`config.mk`:
```
export PLATFORM = sky130hd
export DESIGN_NAME = multicyc_mcu
export DESIGN_NICKNAME = d
export VERILOG_FILES = /design/src/rtl/multicyc_mcu.sv
export SDC_FILE = /design/constraint.sdc
export NUM_CORES = 1
export LEC_CHECK = 0
export CORE_UTILIZATION = 47
export DETAILED_ROUTE_END_ITERATION = 6
export GPL_ROUTABILITY_DRIVEN = 0
export HOLD_SLACK_MARGIN = 0.1
export PLACE_DENSITY = 0.84
export SETUP_SLACK_MARGIN = 0.3
export SLEW_MARGIN = 10
export SYNTH_ARGS = -nofsm -noshare
export SYNTH_HDL_FRONTEND = slang
export SYNTH_SLANG_ARGS = --single-unit
```
`constraint.sdc`:
```
create_clock -name clk -period 3.91 [get_ports clk]
set_input_delay 0.782 -clock clk [delete_from_list [all_inputs] [get_ports clk]]
set_output_delay 0.782 -clock clk [all_outputs]
set_load 0.01 [all_outputs]
```
`src/rtl/multicyc_mcu.sv`:
```
// Multicycle main control FSM for the MIPS core: sequences FETCH/DECODE/EXEC/MEM/WB
// and drives per-state datapath enables, with a req/ready memory handshake and optional timeout.
module multicyc_mcu #(
   parameter int unsigned MEM_TIMEOUT     = 0,
   parameter int unsigned TO_W            = 8,
   parameter bit          HALT_ON_ILLEGAL = 1'b0
) (
   input  logic       clk,
   input  logic       rst,
   input  logic [5:0] opcode,
   input  logic       zero,
   input  logic       mem_ready,
   output logic       mem_req,
   output logic       mem_we,
   output logic       iord,
   output logic       ir_we,
   output logic       pc_we,
   output logic [1:0] pc_src,
   output logic       alu_srca_sel,
   output logic [1:0] alu_srcb_sel,
   output logic [3:0] aluop,
   output logic       reg_we,
   output logic       wreg_dst_sel,
   output logic       wreg_data_sel,
   output logic       instr_done,
   output logic       illegal_op,
   output logic       halted,
   output logic       mem_timeout
);

   localparam logic [5:0] OP_RR    = 6'h00;
   localparam logic [5:0] OP_J     = 6'h02;
   localparam logic [5:0] OP_BEQ   = 6'h04;
   localparam logic [5:0] OP_ADDI  = 6'h08;
   localparam logic [5:0] OP_ADDIU = 6'h09;
   localparam logic [5:0] OP_LW    = 6'h23;
   localparam logic [5:0] OP_SW    = 6'h2B;

   localparam logic [3:0] ALUop_ADD  = 4'h0;
   localparam logic [3:0] ALUop_ADDU = 4'h1;
   localparam logic [3:0] ALUop_SUB  = 4'h2;
   localparam logic [3:0] ALUop_RR   = 4'hF;

   localparam logic [TO_W-1:0] WAIT_LIMIT = TO_W'(MEM_TIMEOUT - 1);

   typedef enum logic [3:0] {
      S_FETCH, S_DECODE, S_MEMADR, S_MEMRD, S_MEMWB, S_MEMWR,
      S_RREXEC, S_IMMEXEC, S_ALUWB, S_BRANCH, S_JUMP, S_HALT
   } state_e;

   typedef enum logic [2:0] {K_RR, K_LW, K_SW, K_ADDI, K_ADDIU, K_CTRL} kind_e;

   state_e          state_q, state_d;
   kind_e           kind_q, kind_d;
   logic [TO_W-1:0] wait_q, wait_d;
   logic            timeout_q, timeout_d;
   logic            expired;

   // The access that would bring the counter to the limit times out only if ready is still low.
   assign expired     = (MEM_TIMEOUT != 0) && (wait_q == WAIT_LIMIT);
   assign mem_timeout = timeout_q;

   always_ff @(posedge clk or posedge rst) begin
      if (rst) begin
         state_q   <= S_FETCH;
         kind_q    <= K_RR;
         wait_q    <= '0;
         timeout_q <= 1'b0;
      end else begin
         state_q   <= state_d;
         kind_q    <= kind_d;
         wait_q    <= wait_d;
         timeout_q <= timeout_d;
      end
   end

   always_comb begin
      mem_req       = 1'b0;
      mem_we        = 1'b0;
      iord          = 1'b0;
      ir_we         = 1'b0;
      pc_we         = 1'b0;
      pc_src        = 2'b00;
      alu_srca_sel  = 1'b0;
      alu_srcb_sel  = 2'b00;
      aluop         = ALUop_ADD;
      reg_we        = 1'b0;
      wreg_dst_sel  = 1'b0;
      wreg_data_sel = 1'b0;
      instr_done    = 1'b0;
      illegal_op    = 1'b0;
      halted        = 1'b0;
      state_d       = state_q;
      kind_d        = kind_q;
      wait_d        = '0;
      timeout_d     = timeout_q;

      case (state_q)
         S_FETCH: begin
            mem_req      = 1'b1;
            alu_srcb_sel = 2'b01;
            if (mem_ready) begin
               ir_we   = 1'b1;
               pc_we   = 1'b1;
               state_d = S_DECODE;
            end
         end
         S_DECODE: begin
            alu_srcb_sel = 2'b11;
            case (opcode)
               OP_LW:    begin kind_d = K_LW;    state_d = S_MEMADR;  end
               OP_SW:    begin kind_d = K_SW;    state_d = S_MEMADR;  end
               OP_RR:    begin kind_d = K_RR;    state_d = S_RREXEC;  end
               OP_ADDI:  begin kind_d = K_ADDI;  state_d = S_IMMEXEC; end
               OP_ADDIU: begin kind_d = K_ADDIU; state_d = S_IMMEXEC; end
               OP_BEQ:   begin kind_d = K_CTRL;  state_d = S_BRANCH;  end
               OP_J:     begin kind_d = K_CTRL;  state_d = S_JUMP;    end
               default: begin
                  illegal_op = 1'b1;
                  state_d    = HALT_ON_ILLEGAL ? S_HALT : S_FETCH;
               end
            endcase
         end
         S_MEMADR: begin
            alu_srca_sel = 1'b1;
            alu_srcb_sel = 2'b10;
            state_d      = (kind_q == K_LW) ? S_MEMRD : S_MEMWR;
         end
         S_MEMRD: begin
            mem_req = 1'b1;
            iord    = 1'b1;
            if (mem_ready) state_d = S_MEMWB;
         end
         S_MEMWB: begin
            reg_we        = 1'b1;
            wreg_data_sel = 1'b1;
            instr_done    = 1'b1;
            state_d       = S_FETCH;
         end
         S_MEMWR: begin
            mem_req = 1'b1;
            mem_we  = 1'b1;
            iord    = 1'b1;
            if (mem_ready) begin
               instr_done = 1'b1;
               state_d    = S_FETCH;
            end
         end
         S_RREXEC: begin
            alu_srca_sel = 1'b1;
            aluop        = ALUop_RR;
            state_d      = S_ALUWB;
         end
         S_IMMEXEC: begin
            alu_srca_sel = 1'b1;
            alu_srcb_sel = 2'b10;
            aluop        = (kind_q == K_ADDIU) ? ALUop_ADDU : ALUop_ADD;
            state_d      = S_ALUWB;
         end
         S_ALUWB: begin
            reg_we       = 1'b1;
            wreg_dst_sel = (kind_q == K_RR);
            instr_done   = 1'b1;
            state_d      = S_FETCH;
         end
         S_BRANCH: begin
            alu_srca_sel = 1'b1;
            aluop        = ALUop_SUB;
            pc_src       = 2'b01;
            pc_we        = zero;
            instr_done   = 1'b1;
            state_d      = S_FETCH;
         end
         S_JUMP: begin
            pc_src     = 2'b10;
            pc_we      = 1'b1;
            instr_done = 1'b1;
            state_d    = S_FETCH;
         end
         S_HALT:  halted  = 1'b1;
         default: state_d = S_FETCH;
      endcase

      // Counter resets on any state change, so it only accumulates while a request stalls.
      if (mem_req && !mem_ready) begin
         if (expired) begin
            state_d   = S_HALT;
            timeout_d = 1'b1;
         end else if (wait_q != '1) begin
            wait_d = wait_q + TO_W'(1);
         end
      end
   end

endmodule

```
Yosys cells after proc, flatten, opt, wreduce, memory -nomap -nowiden
Cells that the tools add are included.
{"block": "op_classes", "eq_ne": 22, "mux": 25, "bitwise_logic": 1, "n_reduce_logical": 17}
{"operator": "one-hot mux 4 bit (7 select lines)", "n": 1}
{"operator": "one-hot mux 4 bit (5 select lines)", "n": 1}
{"operator": "one-hot mux 3 bit (6 select lines)", "n": 1}
{"operator": "equality test 4 x 3 -> 1 bit (second input constant)", "n": 4}
{"operator": "equality test 4 bit (second input constant)", "n": 4}
{"operator": "OR reduction 2 bit", "n": 7}
{"operator": "2-to-1 mux 1 bit", "n": 13}
{"operator": "equality test 6 x 4 -> 1 bit (second input constant)", "n": 2}
{"operator": "equality test 6 bit (second input constant)", "n": 2}
{"operator": "2-to-1 mux 4 bit", "n": 3}
{"operator": "one-hot mux 4 bit (3 select lines)", "n": 1}
{"operator": "equality test 4 x 2 -> 1 bit (second input constant)", "n": 2}
{"operator": "OR reduction 4 bit", "n": 2}
{"operator": "OR reduction 7 bit", "n": 1}
{"operator": "equality test 6 x 2 -> 1 bit (second input constant)", "n": 1}
{"operator": "equality test 6 x 3 -> 1 bit (second input constant)", "n": 1}
{"operator": "logical NOT 6 bit", "n": 1}
{"operator": "inequality test 2 bit (second input constant)", "n": 3}
{"operator": "one-hot mux 2 bit (3 select lines)", "n": 1}
{"operator": "nonzero test 6 bit", "n": 1}
{"operator": "equality test 4 x 1 -> 1 bit (second input constant)", "n": 1}
{"operator": "logical NOT 4 bit", "n": 1}
{"operator": "one-hot mux 2 bit (2 select lines)", "n": 1}
{"operator": "AND reduction 4 bit", "n": 1}
{"operator": "9 further kinds", "n": 9}
{"block": "totals", "register_bits": 7, "out_inout_bits": 21}

Logic depth before layout (Yosys ltp)
{"block": "logic_depth", "ltp_word": 4, "ltp_mapped": 6}

Least setup slack after synthesis
OpenSTA, ideal clock, no wires.
{"block": "synth_timing", "path_type": "input -> output", "start": "input port opcode[1]", "end": "output port illegal_op", "arrival_ns": 1.761, "required_ns": 3.128, "path_slack_ns": 1.367, "cell_stages": 5, "path_buffers": 1, "path_cell_list": "buf_6 > or3b_1 > a21oi_2 > nor2_1 > o211a_1"}
{"block": "synth_between", "elab_chain_cells": 4, "elab_cells_between_ends": 10}
{"element": "from (decl)", "line": "10", "source": "input logic [5:0] opcode,"}
{"element": "equality test 6 x 2 -> 1 bit (tied with other cells)", "line": "110", "source": "case (opcode)"}
{"element": "OR reduction 7 bit (no source line) *"}
{"element": "2-to-1 mux 1 bit *", "line": "110"}
{"element": "2-to-1 mux 1 bit *", "line": "98", "source": "case (state_q)"}
{"element": "to (decl)", "line": "26", "source": "output logic illegal_op,"}
Mark *: on every way between the ends. The rest lies on a longest branch, timed or not.

Final worst setup path
{"block": "layout_timing", "start": "input port opcode[3]", "end": "output port illegal_op"}
The elaborated chain is that of the path after synthesis.

==> results.py <==
metrics = {
    "clock_network": {
        "htreeDepth": 1,
        "cts_resized": 0,
        "clk_pin_slew_worst_paths_ns": 0.05,
        "cts_setup_buffers": 0,
        "clkSinkCount": 7,
        "clk_path_buf_depth": 2,
        "cts.root.buffer_cell": "clkbuf_4",
        "cts_tree": "yes",
        "cts_inserted_buffers": 3,
        "hold_buffers": 0,
        "insertion_delay_ns": 0.25,
    },
    "power_and_ir_drop": {
        "p_int_mw": 0.275,
        "p_per_area_nw_per_um2": 408,
        "power.switching_mw": 0.188,
        "power_mw": 0.463,
        "swShare": 0.406,
        "power_frac_seq": 0.295,
        "p_leak_nw": 0.460,
        "pwr-share-comb": 0.567,
        "p_clk_frac": 0.138,
        "ir_worst_vdd_uv": 371,
    },
    "floorplan": {
        "rows": 15,
        "die_h_microns": 44.6,
        "die_w_microns": 44.6,
        "die-area_sq_um": 1990,
        "io_pins": 31,
        "coreArea_sq_um": 1710,
        "start_util": 0.499,
    },
    "drt": {
        "wl_per_cell_microns": 12.8,
        "vias": 918,
        "drtAntennaViolNets": 0,
        "drc": 0,
        "viasPerCell": 5.53,
        "wl_mm": 2.13,
        "firstDrtPassIters": 4,
        "drt-initial-drc-count": 13,
    },
    "layout": {
        "layout_common_cells": "clkdlybuf4s50_1, nand2_1, nor2_1, nor3_1, dfrtp_1",
        "finalNonFillerCells": 166,
        "drive_gt1_frac": 0.0638,
        "area_growth_pct": 33.2,
        "nets": 152,
        "diodes": 0,
        "final_common_cell": "clkdlybuf4s50_1",
    },
    "place": {
        "dp.cells": 162,
        "post-dp-hpwl_mm": 1.62,
        "port_buffers": 29,
    },
    "worst_setup_path": {
        "arrival_ns": 2.60,
        "cp-end-kind": "output port",
        "r2r_cells": 4,
        "cp-start-kind": "input pin",
        "cp_max_fo": 9,
        "crit_type": "input pin to output port",
        "required_ns": 3.13,
    },
    "synthesis": {
        "ys_types": 47,
        "synth_nets": 130,
        "synth_cells": 120,
        "synth_top_cell_by_area": "dfrtp_1",
        "synth_edf_count": 0,
        "synth_area_per_cell_sq_um": 7.10,
        "synth.area.top_cells": "dfrtp_1, nand2_1, nor2_1",
        "synth_flop_cell": "dfrtp_1",
        "synthDominantCellAreaShare": 0.206,
        "synth_seq_cells": 7,
        "ys_seq_area_frac": 0.206,
        "synthArstFlopShare": 1.00,
        "yosys_warnings": 0,
        "netlist_area_sq_um": 852,
    },
    "global_route": {
        "grt.overflow.total": 0,
        "antenna_found_initial": 0,
        "grt_pass1_vias": 779,
        "grt_pass1_wl_mm": 3.39,
        "grt_max_degree": 22,
        "track_usage": 0.234,
    },
    "timing": {
        "fmax_mhz": 295,
        "layout_worst_path_cycle_share": 0.866,
        "rsz0062_at_grt": "false",
        "min_period_ns": 3.39,
        "skew_ns": 0.00375,
        "tns_ns": 0,
        "slew_headroom": 0.591,
        "hold_viol_final": 0,
        "finalMaxSlewViolations": 0,
        "setup_viol": 0,
        "worst_pin_slew_ns": 0.613,
    },
    "outcome": {
        "outcome": "complete, no violations",
    },
    "flow_run": {
        "maxCapViolations": 0,
    },
    "hold_path": {
        "hold_depth": 1,
        "hold_class": "flop to flop",
    },
}
state kept, by name, indices dropped and copies added (netlist names):
register  cells
state_q       4
kind_q        3
cells in the mapped netlist, drive strengths merged, types with 2 or more instances:
cell / n
nor3b: 3
nand2: 15
a31oi: 2
dfrtp: 7
buf: 8
o21ai: 4
nand2b: 5
o32ai: 2
inv: 5
nand3b: 2
nor2: 13
o211a: 2
o211ai: 2
o22ai: 2
xnor2: 2
clkbuf: 5
mux2: 2
or4: 2
xor2: 2
nor2b: 3
nor3: 7
nand3: 2
a21oi: 5
routing by layer:
layer	wire length (microns)	global-route usage	vias up
met1	958	0.264	421
li1	-	-	463
met3	96	0.0531	2
met5	0	0	-
met2	1060	0.426	32
met4	17	0.0788	0
through the flow:
step / setup WS, ns / util / area (sq um) / hold slack (ns)
after CTS: 0.340 / 0.662 / 1130 / 0.527
after global routing: 0.439 / 0.664 / 1130 / 0.563
after floorplan: 1.37 / - / 852 / 0.483
after global placement: 0.409 / 0.646 / 1100 / 0.512
final: 0.524 / 0.664 / 1130 / 0.521
after detailed placement: 0.348 / 0.646 / 1100 / 0.515
final cells by class:
| class | count | area [sq um] |
|---|---|---|
| inverter | 5 | 18.8 |
| clock buffer | 4 | 26.3 |
| timing repair buffer | 30 | 303 |
| sequential | 7 | 175 |
| tap | 25 | 31.3 |
| multi-input combinational | 95 | 581 |
| fill | 145 | 573 |
power by group through the flow:
stage | Clock, mW | Combinational, mW | Sequential, mW
6_report | 0.0639 | 0.263 | 0.137
3_5_place_dp | 0 | 0.262 | 0.137
5_1_grt | 0.0712 | 0.287 | 0.142
4_1_cts | 0.0680 | 0.264 | 0.136
3_3_place_gp | 0 | 0.258 | 0.135
2_1_floorplan | 0 | 0.190 | 0.104
cell families (layout without fill, tap and decap cells):
group	after synthesis	after routing	synth area share
flops	7	7	0.206
other cells	1	1	0.00440
compound gates	29	29	0.248
mux	3	3	0.0382
simple gates	58	58	0.349
xor+xnor	4	4	0.0411
buf+inv	18	39	0.113
path summary, 6_finish.rpt:
path                                         from                      to  slack, ns
min in group asynchronous                     rst  state_q[3]$_DFFE_PP0P_       0.75
min                         kind_q[1]$_DFFE_PP0P_   kind_q[1]$_DFFE_PP0P_       0.52
max reg2reg                state_q[1]$_DFFE_PP0P_  state_q[0]$_DFFE_PP0P_       2.05
max in group asynchronous                     rst   kind_q[2]$_DFFE_PP0P_       2.95
min reg2reg                 kind_q[1]$_DFFE_PP0P_   kind_q[1]$_DFFE_PP0P_       0.52
max                                     opcode[3]              illegal_op       0.52
critical path: stages:
cell	delay, ns
clkdlybuf4s50_1	0.41
buf_4	0.17
a211o_2	0.32
a21oi_2	0.17
nor2_1	0.06
o211a_1	0.22
clkdlybuf4s50_1	0.47
No activity file was read; power rests on OpenSTA's default activity.
==> patch 1 (same settings) <==
Change the parameter `HALT_ON_ILLEGAL` from 1'b0 to 1'b1.
--- a/src/rtl/multicyc_mcu.sv
+++ b/src/rtl/multicyc_mcu.sv
@@ -3,7 +3,7 @@
 module multicyc_mcu #(
    parameter int unsigned MEM_TIMEOUT     = 0,
    parameter int unsigned TO_W            = 8,
-   parameter bit          HALT_ON_ILLEGAL = 1'b0
+   parameter bit          HALT_ON_ILLEGAL = 1'b1
 ) (
    input  logic       clk,
    input  logic       rst,
Behaviour: not the same (Yosys sat finds a counterexample within 4 cycles, from zero or initial values and one cycle with rst high).
==> patch 1 against the unedited design <==
Die area increased by 3.1%. Register-to-register slack improved by 0.05 ns. Non-clock buffer count unchanged. Sequential cell count unchanged. Maximum frequency decreased by 3.5%. Design area increased by 2.8%. Area after synthesis increased by 3.2%. Wire length increased by 3.7%. First-iteration DRC count increased by 15%. Hold slack improved by 0.014 ns. Worst setup slack got worse by 0.12 ns. Critical path type unchanged.
Power is not compared: it rests on default switching activity, and its combinational part moved more than twofold at a synthesized area within 25%.
==> patch 1: results (changes against the unedited design) <==
* EDFF count, synth at 0 (unchanged)
* Top cells by area, synth: dfrtp_1 20%, nor2_1 8.5%, nand2b_1 5.7%, nor3_1 5.7%, o22ai_1 3.6%
* Hpwl dp at 1630 µm (+0.89%)
* Worst r2r dst: kind_q[2]
* Nets at 159 (+4.6%)
* Starting DRT DRC Count at 15 (+2)
* Vias at 984 (+7.2%)
* Reg2Reg Launch Point: state_q[0]
* Yosys cell types at 46 (-2.1%)
* Synth Area in XOR/XNOR at 1.99% (-2.1 points)
* Worst Tran Pin Value at 0.649 ns (+0.0360 ns)
* Met2 routed WL at 1110 µm (+4.8%)
* Drt wl/cell at 12.8 µm (-0.49%)
* Grt met2 use at 42.6% (about the same)
* ANT cells at 0 (unchanged)
* Crit path capture: illegal_op
* First-pass GRT wire length at 3440 µm (+1.4%)
* Syn Nets at 139 (+6.9%)
* M1 GR Usage at 26.9% (+0.46 points)
* CTS Buffer Depth at 2 (unchanged)
* Largest net degree at the start of global routing at 23 (+4.5%)
* Critical Path Max Stage Delay at 0.74 ns (+0.27 ns)
* Metal-1 WL at 986 µm (+2.9%)
* Synth Area in Compound Gates at 25.3% (+0.50 points)
* Worst Hold Path EP: kind_q[0]
* Number of global-route vias before repair at 838 (+7.6%)
* Status: completed
* Setup bufs post-CTS at 0 (unchanged)
* Clk_skew at 0.00527 ns (+0.00152 ns)
* WS Path Type: input port to primary output
* Hold Path Depth at 2 (+1)
* Hold Startpoint: kind_q[0]
* Crit path max-delay family: buffers and inverters
* Met3 WL post-DR at 91 µm (-5.2%)
* Post-synthesis sequential area ratio at 19.9% (-0.64 points)
* Top post-synthesis cells by count: 20 x nor2_1, 10 x nor3_1, 8 x nand2b_1
* Number of CTS-inserted buffers at 3 (unchanged)
* Hold WS at 0.535 ns (+0.0140 ns)
* Worst-path fanout max at 12 (+3)
* Share of cells above drive strength 1 at 5.41% (-0.98 points)
* Crit. Startpoint: opcode[3]
* Multiplexer share of the synthesized area at 2.28% (-1.5 points)
* Met3 Use GR at 4.80% (-0.51 points)
* WP data arrival at 2.73 ns (+0.13 ns)
* Gr usage total at 23.1% (-0.27 points)
* Syn. warnings at 0 (unchanged)
* R2r setup slk at 2.10 ns (+0.05 ns)
patch 1: power by group:
part / switching, mW / internal (mW) / total, mW / leakage (nW)
sequential: 0.0977 / 0.102 / 0.200 / 0.0888
combinational: 0.254 / 0.299 / 0.554 / 0.355
clock: 0.0272 / 0.0390 / 0.0662 / 0.0150
patch 1: cell type report:
class | instances | area (µm²)
tap | 25 | 31.3
fill | 167 | 579
inverter | 5 | 18.8
clock buffer | 4 | 26.3
timing repair buffer | 30 | 303
multi-input combinational | 102 | 612
sequential | 7 | 175
patch 1: stage by stage:
stage	cell area [µm²]	worst slack [ns]	total power [mW]	cells
finish	1170	0.400	0.820	173
global route	1170	0.314	0.885	173
CTS	1160	0.351	0.818	173
detailed placement	1130	0.361	0.748	169
global placement	1130	0.445	0.742	169
floorplan	880	1.58	0.535	129
patch 1: repair_timing:
| action | in CTS | in global routing |
|---|---|---|
| hold endpoints to repair | 0 | 0 |
| resized for setup | 0 | 2 |
| endpoints found under the setup margin | 0 | 1 |
==> patch 2 (same flow settings) <==
Made on the original files. Reset style: synchronous (`rst`), changed in one clocked block.
--- a/src/rtl/multicyc_mcu.sv
+++ b/src/rtl/multicyc_mcu.sv
@@ -60,7 +60,7 @@
    assign expired     = (MEM_TIMEOUT != 0) && (wait_q == WAIT_LIMIT);
    assign mem_timeout = timeout_q;
 
-   always_ff @(posedge clk or posedge rst) begin
+   always_ff @(posedge clk) begin
       if (rst) begin
          state_q   <= S_FETCH;
          kind_q    <= K_RR;
Behaviour: differs if rst is asserted again (counterexample within 4 cycles, from zero or initial values and one cycle with rst high); with rst held inactive, the same outputs for 10 cycles.
==> patch 2 against the unedited design <==
Design area increased by 2.9%. Global-route usage is 0.30 points higher. Area after synthesis rose by 5.4%. Non-clock buffer count down 1. Sequential cell count is the same. Via count increased by 7.0%. Critical path depth is 1 lower. Hold slack lost 0.024 ns. Wire length is 0.75% lower. Worst setup slack better by 0.030 ns. Critical endpoint unchanged. Largest cell class unchanged.
Power is not compared: it rests on default switching activity, and its combinational part moved more than twofold at a synthesized area within 25%.
==> patch 2: results (changes against the unedited design) <==
* Drt wl/cell at 12.3 µm (-4.2%)
* Hpwl dp at 1590 µm (-1.6%)
* Number of global-route vias before repair at 823 (+5.6%)
* Post-synthesis sequential area ratio at 15.6% (-5.0 points)
* Top cells by area, synth: dfxtp_1 16%, nor2_1 9.2%, nand2b_1 7.7%, mux2i_1 6.7%, nor2b_1 4.2%
* Top post-synthesis cells by count: 22 x nor2_1, 11 x nand2b_1, 9 x clkbuf_1
* Slew margin rel. at 56.4% (-2.7 points)
* R2r setup slk at 1.67 ns (-0.38 ns)
* Status: completed
* Gr usage total at 23.7% (+0.30 points)
* Yosys cell types at 43 (-8.5%)
* Worst r2r dst: kind_q[0]
* Worst-path fanout max at 12 (+3)
* # placed instances at 168 (+3.7%)
* Top-count cell post-synth: nor2_1
* Clk_skew at 0.00750 ns (+0.00375 ns)
* Post-Route WL at 2120 µm (-0.75%)
* Share of cells above drive strength 1 at 5.44% (-0.94 points)
* Vias at 982 (+7.0%)
* Crit. Startpoint: opcode[0]
* Port buffer count at 29 (unchanged)
* WP data arrival at 2.57 ns (-0.03 ns)
* Syn Nets at 139 (+6.9%)
* Layout fillers at 171 (+18%)
* Async SR Flop Fraction at 0% (-100 points)
[patch 2: worst min path at each step]
stage	start	endpoint	slack, ns	depth (start not counted)
floorplan	kind_q[1]	kind_q[1]	0.47	2
global placement	kind_q[1]	kind_q[1]	0.48	2
detailed placement	kind_q[1]	kind_q[1]	0.50	2
CTS	kind_q[1]	kind_q[1]	0.51	2
global route	kind_q[1]	kind_q[1]	0.54	2
finish	kind_q[1]	kind_q[1]	0.50	2
[patch 2: through the flow]
stage	total power, mW	worst slack [ns]	hold slack (ns)	util, %	area (µm²)
final	0.234	0.553	0.497	66.2	1170
after global routing	0.251	0.399	0.540	66.2	1170
after global placement	0.167	0.598	0.482	64.7	1140
after floorplan	0.134	1.46	0.465	-	898
after CTS	0.237	0.532	0.505	66.2	1170
after detailed placement	0.168	0.545	0.496	64.7	1140
[patch 2: per-layer routing]
metal  vias up  GRT usage, %  wire, µm  part of all wire, %
met1       440          29.4       947                   45
li1        496             -         -                    -
met4         0          12.4        45                  2.1
met2        42          40.3       998                   47
met3         4          1.98       124                  5.9
met5         -             0         0                    0
[patch 2: cells by family after synthesis]
logic type             Yosys count  share of synthesized area [%]
XOR/XNOR                         2                           1.95
other                            1                          0.417
AO/OA/AOI/OAI                   27                           22.3
flip-flops                       7                           15.6
multiplexers                     7                           8.36
buffers and inverters           17                           9.61
AND/OR/NAND/NOR                 68                           41.8
[patch 2: power by group]
part           internal, mW  total (mW)  switching, mW
combinational        0.0466      0.0857         0.0391
clock                0.0390      0.0669         0.0278
sequential           0.0734      0.0815        0.00808
[patch 2: final cells by class]
cell class | count | area [µm²] | area share [%]
Multi-Input combinational cell | 105 | 672 | 57.6
Timing Repair Buffer | 29 | 290 | 24.9
Clock buffer | 4 | 26.3 | 2.25
Sequential cell | 7 | 140 | 12.0
Tap cell | 25 | 31.3 | 2.68
Inverter | 2 | 7.51 | 0.643
[patch 2: critical path, cell delays in order]
cell             delay (ns)
clkdlybuf4s50_1        0.57
and4b_1                0.29
a211oi_1               0.24
nor2_1                 0.06
nor2_1                 0.09
clkdlybuf4s50_1        0.54
